### src/rtl/key_debounce_if.sv
// key_debounce_if: bundles the raw button pin and the conditioned outputs of
// key_debounce. The debouncer uses the slave modport; whoever drives the pin
// and consumes the strobes uses the master modport.
interface key_debounce_if;
   logic key_in;       // raw, asynchronous button pin
   logic key_out;      // debounced level, 1 = pressed
   logic key_press;    // one-cycle strobe on key_out rising
   logic key_release;  // one-cycle strobe on key_out falling
   logic key_long;     // one-cycle long-press strobe

   modport master (
      output key_in,
      input  key_out,
      input  key_press,
      input  key_release,
      input  key_long
   );

   modport slave (
      input  key_in,
      output key_out,
      output key_press,
      output key_release,
      output key_long
   );
endinterface

### src/rtl/key_debounce.sv
// key_debounce: push-button conditioning stage.
// The raw pin is normalised to 1 = pressed, passed through a two-flop
// synchroniser, and then qualified by a counter-driven FSM. A level change
// is accepted only after DEBOUNCE_CYCLES+1 consecutive agreeing samples.
// Outputs are a clean level plus single-cycle press/release strobes.
// The optional long-press detector is enabled by defining the macro
// KEY_DEBOUNCE_LONG_PRESS_EN; without it key_long is tied to 0.
module key_debounce #(
   parameter int DEBOUNCE_CYCLES   = 50000,
   parameter int ACTIVE_LOW        = 0,
   parameter int LONG_PRESS_CYCLES = 100000000
) (
   input  logic          clk,
   input  logic          rst,
   key_debounce_if.slave kb
);

   localparam int            CW        = $clog2(DEBOUNCE_CYCLES + 1);
   localparam logic [CW-1:0] CNT_ZERO  = CW'(0);
   localparam logic [CW-1:0] CNT_ONE   = CW'(1);
   localparam logic [CW-1:0] CNT_LAST  = CW'(DEBOUNCE_CYCLES - 1);
   localparam logic          PIN_INV   = (ACTIVE_LOW != 0) ? 1'b1 : 1'b0;

   localparam logic [1:0] ST_RELEASED      = 2'd0;
   localparam logic [1:0] ST_PRESS_CHECK   = 2'd1;
   localparam logic [1:0] ST_PRESSED       = 2'd2;
   localparam logic [1:0] ST_RELEASE_CHECK = 2'd3;

   logic          sync1_d, sync1_q;
   logic          sync2_d, sync2_q;
   logic          key_s;
   logic [1:0]    state_d, state_q;
   logic [CW-1:0] cnt_d, cnt_q;
   logic          key_out_d, key_out_q;
   logic          key_press_d, key_press_q;
   logic          key_release_d, key_release_q;
   logic          enter_pressed_s;

   // Synchroniser next-state: normalise polarity, then shift one stage.
   always_comb begin
      sync1_d = kb.key_in ^ PIN_INV;
      sync2_d = sync1_q;
   end

   // Synchroniser flops; both reset to the released value.
   always_ff @(posedge clk or posedge rst) begin
      if (rst) begin
         sync1_q <= 1'b0;
         sync2_q <= 1'b0;
      end else begin
         sync1_q <= sync1_d;
         sync2_q <= sync2_d;
      end
   end

   assign key_s = sync2_q;

   // Debounce FSM: a change is accepted only after the qualification counter
   // reaches its last value with the synchronised key still agreeing.
   always_comb begin
      state_d         = state_q;
      cnt_d           = cnt_q;
      key_out_d       = key_out_q;
      key_press_d     = 1'b0;
      key_release_d   = 1'b0;
      enter_pressed_s = 1'b0;
      case (state_q)
         ST_RELEASED: begin
            if (key_s) begin
               state_d = ST_PRESS_CHECK;
               cnt_d   = CNT_ZERO;
            end else begin
               state_d = ST_RELEASED;
            end
         end
         ST_PRESS_CHECK: begin
            if (!key_s) begin
               state_d = ST_RELEASED;
            end else if (cnt_q == CNT_LAST) begin
               state_d         = ST_PRESSED;
               key_out_d       = 1'b1;
               key_press_d     = 1'b1;
               enter_pressed_s = 1'b1;
            end else begin
               cnt_d = cnt_q + CNT_ONE;
            end
         end
         ST_PRESSED: begin
            if (!key_s) begin
               state_d = ST_RELEASE_CHECK;
               cnt_d   = CNT_ZERO;
            end else begin
               state_d = ST_PRESSED;
            end
         end
         ST_RELEASE_CHECK: begin
            if (key_s) begin
               state_d = ST_PRESSED;
            end else if (cnt_q == CNT_LAST) begin
               state_d       = ST_RELEASED;
               key_out_d     = 1'b0;
               key_release_d = 1'b1;
            end else begin
               cnt_d = cnt_q + CNT_ONE;
            end
         end
         default: begin
            state_d   = ST_RELEASED;
            cnt_d     = CNT_ZERO;
            key_out_d = 1'b0;
         end
      endcase
   end

   // FSM state, qualification counter and registered outputs.
   always_ff @(posedge clk or posedge rst) begin
      if (rst) begin
         state_q       <= ST_RELEASED;
         cnt_q         <= CNT_ZERO;
         key_out_q     <= 1'b0;
         key_press_q   <= 1'b0;
         key_release_q <= 1'b0;
      end else begin
         state_q       <= state_d;
         cnt_q         <= cnt_d;
         key_out_q     <= key_out_d;
         key_press_q   <= key_press_d;
         key_release_q <= key_release_d;
      end
   end

   assign kb.key_out     = key_out_q;
   assign kb.key_press   = key_press_q;
   assign kb.key_release = key_release_q;

`ifdef KEY_DEBOUNCE_LONG_PRESS_EN
   localparam logic [31:0] LP_ONE  = 32'd1;
   localparam logic [31:0] LP_LAST = 32'(LONG_PRESS_CYCLES - 1);
   localparam logic [31:0] LP_SAT  = 32'(LONG_PRESS_CYCLES);

   logic [31:0] lp_cnt_d, lp_cnt_q;
   logic        key_long_d, key_long_q;

   // Long-press timer: counts held cycles since key_out rose and saturates
   // one past the threshold so each press yields at most one strobe.
   always_comb begin
      lp_cnt_d   = lp_cnt_q;
      key_long_d = 1'b0;
      if (enter_pressed_s) begin
         lp_cnt_d = 32'd0;
      end else if ((state_q == ST_PRESSED) || (state_q == ST_RELEASE_CHECK)) begin
         key_long_d = (lp_cnt_q == LP_LAST) ? 1'b1 : 1'b0;
         if (lp_cnt_q < LP_SAT) begin
            lp_cnt_d = lp_cnt_q + LP_ONE;
         end else begin
            lp_cnt_d = lp_cnt_q;
         end
      end else begin
         lp_cnt_d = lp_cnt_q;
      end
   end

   // Long-press counter and strobe flops.
   always_ff @(posedge clk or posedge rst) begin
      if (rst) begin
         lp_cnt_q   <= 32'd0;
         key_long_q <= 1'b0;
      end else begin
         lp_cnt_q   <= lp_cnt_d;
         key_long_q <= key_long_d;
      end
   end

   assign kb.key_long = key_long_q;
`else
   // The long-press threshold has no effect in this build.
   logic unused_lp_s;
   assign unused_lp_s = (LONG_PRESS_CYCLES > 0) ? 1'b1 : 1'b0;
   assign kb.key_long = 1'b0;
`endif

endmodule

### src/flat_wrapper.sv
// flat-port wrapper written by rule: the top's interface ports become plain ports
module key_debounce_flat 
#(
   parameter int DEBOUNCE_CYCLES   = 50000,
   parameter int ACTIVE_LOW        = 0,
   parameter int LONG_PRESS_CYCLES = 100000000
)
  (clk, rst, kb_key_in, kb_key_out, kb_key_press, kb_key_release, kb_key_long);
  key_debounce_if kb_i ();
  input  logic clk;
  input  logic rst;
  input wire logic [$bits(kb_i.key_in)-1:0] kb_key_in;
  output wire logic [$bits(kb_i.key_out)-1:0] kb_key_out;
  output wire logic [$bits(kb_i.key_press)-1:0] kb_key_press;
  output wire logic [$bits(kb_i.key_release)-1:0] kb_key_release;
  output wire logic [$bits(kb_i.key_long)-1:0] kb_key_long;
  assign kb_i.key_in = kb_key_in;
  assign kb_key_out = kb_i.key_out;
  assign kb_key_press = kb_i.key_press;
  assign kb_key_release = kb_i.key_release;
  assign kb_key_long = kb_i.key_long;
  key_debounce #(.DEBOUNCE_CYCLES(DEBOUNCE_CYCLES), .ACTIVE_LOW(ACTIVE_LOW), .LONG_PRESS_CYCLES(LONG_PRESS_CYCLES)) u_core (.clk(clk), .rst(rst), .kb(kb_i));
endmodule
### config.mk
export PLATFORM = sky130hd
export DESIGN_NAME = key_debounce_flat
export DESIGN_NICKNAME = d
export VERILOG_FILES = /design/src/rtl/key_debounce_if.sv /design/src/rtl/key_debounce.sv /design/src/flat_wrapper.sv
export SDC_FILE = /design/constraint.sdc
export NUM_CORES = 1
export LEC_CHECK = 0
export BUFFER_PORTS_ARGS = -buffer_cell sky130_fd_sc_hd__buf_4
export CAP_MARGIN = 0
export CORE_MARGIN = 2
export CORE_UTILIZATION = 66
export CTS_BUF_LIST = sky130_fd_sc_hd__clkbuf_2
export DETAILED_ROUTE_END_ITERATION = 16
export PLACE_DENSITY = 0.85
export SKIP_LAST_GASP = 1
export SLEW_MARGIN = 20
export SYNTH_ARGS = -nofsm -noshare
export SYNTH_HDL_FRONTEND = slang
export SYNTH_SLANG_ARGS = --single-unit
### constraint.sdc
create_clock -name clk -period 5.5 [get_ports clk]
set_input_delay 1.1 -clock clk [delete_from_list [all_inputs] [get_ports clk]]
set_output_delay 1.1 -clock clk [all_outputs]
set_load 0.05 [all_outputs]
==> flow_summary.ini <==
[clock_tree]
cts.repair.resized = 0
htree_levels = 1
clockRootBuffer = clkbuf_2
path_clk_slew_ns = 0.22
postCtsHoldBufs = 0
numCtsBuffers = 3
post_cts_buffers = 0
clock_latency_ns = 0.34
clockBufferDepth = 2
tritoncts = yes
cts_sinks = 23

[layout]
fin_nets = 134
antenna_cells = 0
layout_common_cells = 23 x dfrtp_1, 9 x o21ai_0, 9 x a31oi_1, 8 x nand2_1, 8 x nand3_1
drive_above_1_share = 0.163
design_area_mm2 = 0.00132
num-fill-cells = 141
area_growth_pct = 2.64
final_common_cell = dfrtp_1

[power]
p_leak_nw = 0.556
power-per-cell-area_mw_per_mm2 = 208
power.total_mw = 0.274
ir_drop_uv = 177

[placement]
place_congestion = 0.821
port_buffers = 5
post-dp-hpwl_um = 1680
dp_slack_ns = 3.36
dpl_cell_area_mm2 = 0.00129

[floorplanning]
die-area_mm2 = 0.00231
initial_core_util = 0.719
design.core.area_mm2 = 0.00178
dieHeight_um = 48.1
ios = 7
fp.dieW_um = 48.1
core.rowCount = 15

[synthesis]
synth.avg_cell_area_um2 = 9.93
ys_ff_latch = 23
yosysUniqueCellTypes = 42
synth_nets = 133
synth-main-ff-cell = dfrtp_1
ys_top_cells_by_area = dfrtp_1 45%, a31oi_1 4.4%, o21ai_0 3.5%, nand3_1 3.1%, a41oi_1 2.7%
synth-async-reset-ratio = 1.00
synth_edf_count = 0
synth_top_cell_by_area = dfrtp_1
ys_seq_area_frac = 0.449
synth_area_mm2 = 0.00128
synth_cells = 129
ys_warn_count = 0
yosys.area.top_type_share = 0.449

[critical_path]
r2r_setup_slack_ns = 3.27
cp-start-kind = register
path_cells = nor4b_2, nand4_1, or2_2, nor3b_1
worstReg2RegStart = u_core.cnt_q[4]
endpoint_kind = register
path_max_fanout = 15
worst_path_max_delay_cell = dfrtp_1
reg2reg_to = u_core.kb.key_release
r2r.worst_path.cells = 4
cp.arrival_ns = 2.50
max_stage_delay_ns = 0.56
cp_data_required_time_ns = 5.78
timing.critical_path.from = u_core.cnt_q[4]
criticalPathCategory = register to register

[grt]
grt_pass1_vias = 912
antenna_found_initial = 0
grt_max_degree = 24
grt_util_met1 = 0.346
use_met3 = 0.0528
grtUsageMet2 = 0.387
grt_usage = 0.252
grt_overflow_total = 0
grt_pass1_wl_um = 3970
top_usage_layer = met2

[timing]
fin_crit_sh = 0.405
fin_skew_ns = 0.00731
tns_ns = 0
slew_viol_final = 0
period_minus_slack_ns = 2.23
rsz0062_at_grt = false
fin_ws_ns = 3.27
finalHoldViolCount = 0
setup_viol = 0
worst_pin_slew_ns = 0.925
clock.fmax_mhz = 449
maxSlewHeadroom = 0.381

[min_path]
hp-start = u_core.sync1_q
min_path_cells = 0
hold_class = register to register
worstHoldEndpoint = u_core.key_s

[drt]
ant_nets = 0
routed_wirelength_um = 2410
post_drt_via_cell_ratio = 6.78
via_count = 1044
drtIter0Drc = 33
drc_errors = 0
first_pass_iters = 4
wl_per_cell_um = 15.7

[status]
status = finished clean

[flow_run]
max-cap-violations = 0
## cell type report
type | instances | area, um^2 | area share
multi-input combinational | 93 | 636 | 0.483
clock inverter | 1 | 5.00 | 0.00381
tap | 25 | 31.3 | 0.0238
sequential | 23 | 576 | 0.438
clock buffer | 3 | 15.0 | 0.0114
inverter | 4 | 15.0 | 0.0114
timing repair buffer | 5 | 37.5 | 0.0285
## state kept, by name, indices dropped and copies added (netlist names), named ones only
signal,flops
u_core.key_s,1
u_core.kb.key_release,1
u_core.kb.key_out,1
u_core.cnt_q,16
u_core.sync1_q,1
u_core.state_q,1
u_core.kb.key_press,1
## synth_stat cells, types with 3 or more instances
cell type  number
or3_1           4
a41oi_1         4
nand2_1         8
a31oi_1         9
dfrtp_1        23
o211ai_1        3
inv_1           4
nand3_1         8
and3_2          3
o21ai_0         9
buf_2           4
a21oi_1         4
nand4_1         5
## routing by layer
metal  share of wire  up-vias
met5               0        -
met1            0.48      513
met3           0.038        4
li1                -      495
met2            0.46       32
met4           0.017        0
## per-stage QoR
step / instances / util / hold slack, ns
2_1_floorplan: 129 / - / 0.331
3_3_place_gp: 150 / 0.726 / 0.344
3_5_place_dp: 150 / 0.726 / 0.336
4_1_cts: 154 / 0.738 / 0.392
5_1_grt: 154 / 0.738 / 0.400
6_report: 154 / 0.738 / 0.389
## report_power, final
| part | internal (mW) | switching [mW] |
|---|---|---|
| Sequential | 0.175 | 0.00840 |
| Clock | 0.0165 | 0.0515 |
| Combinational | 0.00712 | 0.0146 |
## worst max-delay path, delay by kind of cell, from the launching register on
kind          cells  cell delay [ns]
simple gates      4             1.61
flops             1             0.56
## logic make-up (layout without fill, tap and decap cells)
group	after synthesis	count (layout)	share of synthesized area
compound gates	33	33	0.164
xor+xnor	3	3	0.0205
fa+ha+maj	1	1	0.00976
buf+inv	13	13	0.0547
flops	23	23	0.449
mux	2	2	0.0166
other cells	1	1	0.00293
simple gates	53	53	0.282
## how the worst max path moves through the flow
stage	end	slack (ns)
2_1_floorplan	u_core.cnt_q[12]	3.68
5_1_grt	u_core.kb.key_press	3.12
4_1_cts	u_core.kb.key_release	3.31
3_5_place_dp	u_core.kb.key_release	3.36
6_report	u_core.kb.key_release	3.27
3_3_place_gp	u_core.kb.key_release	3.39
(Power assumes the default switching activity.)
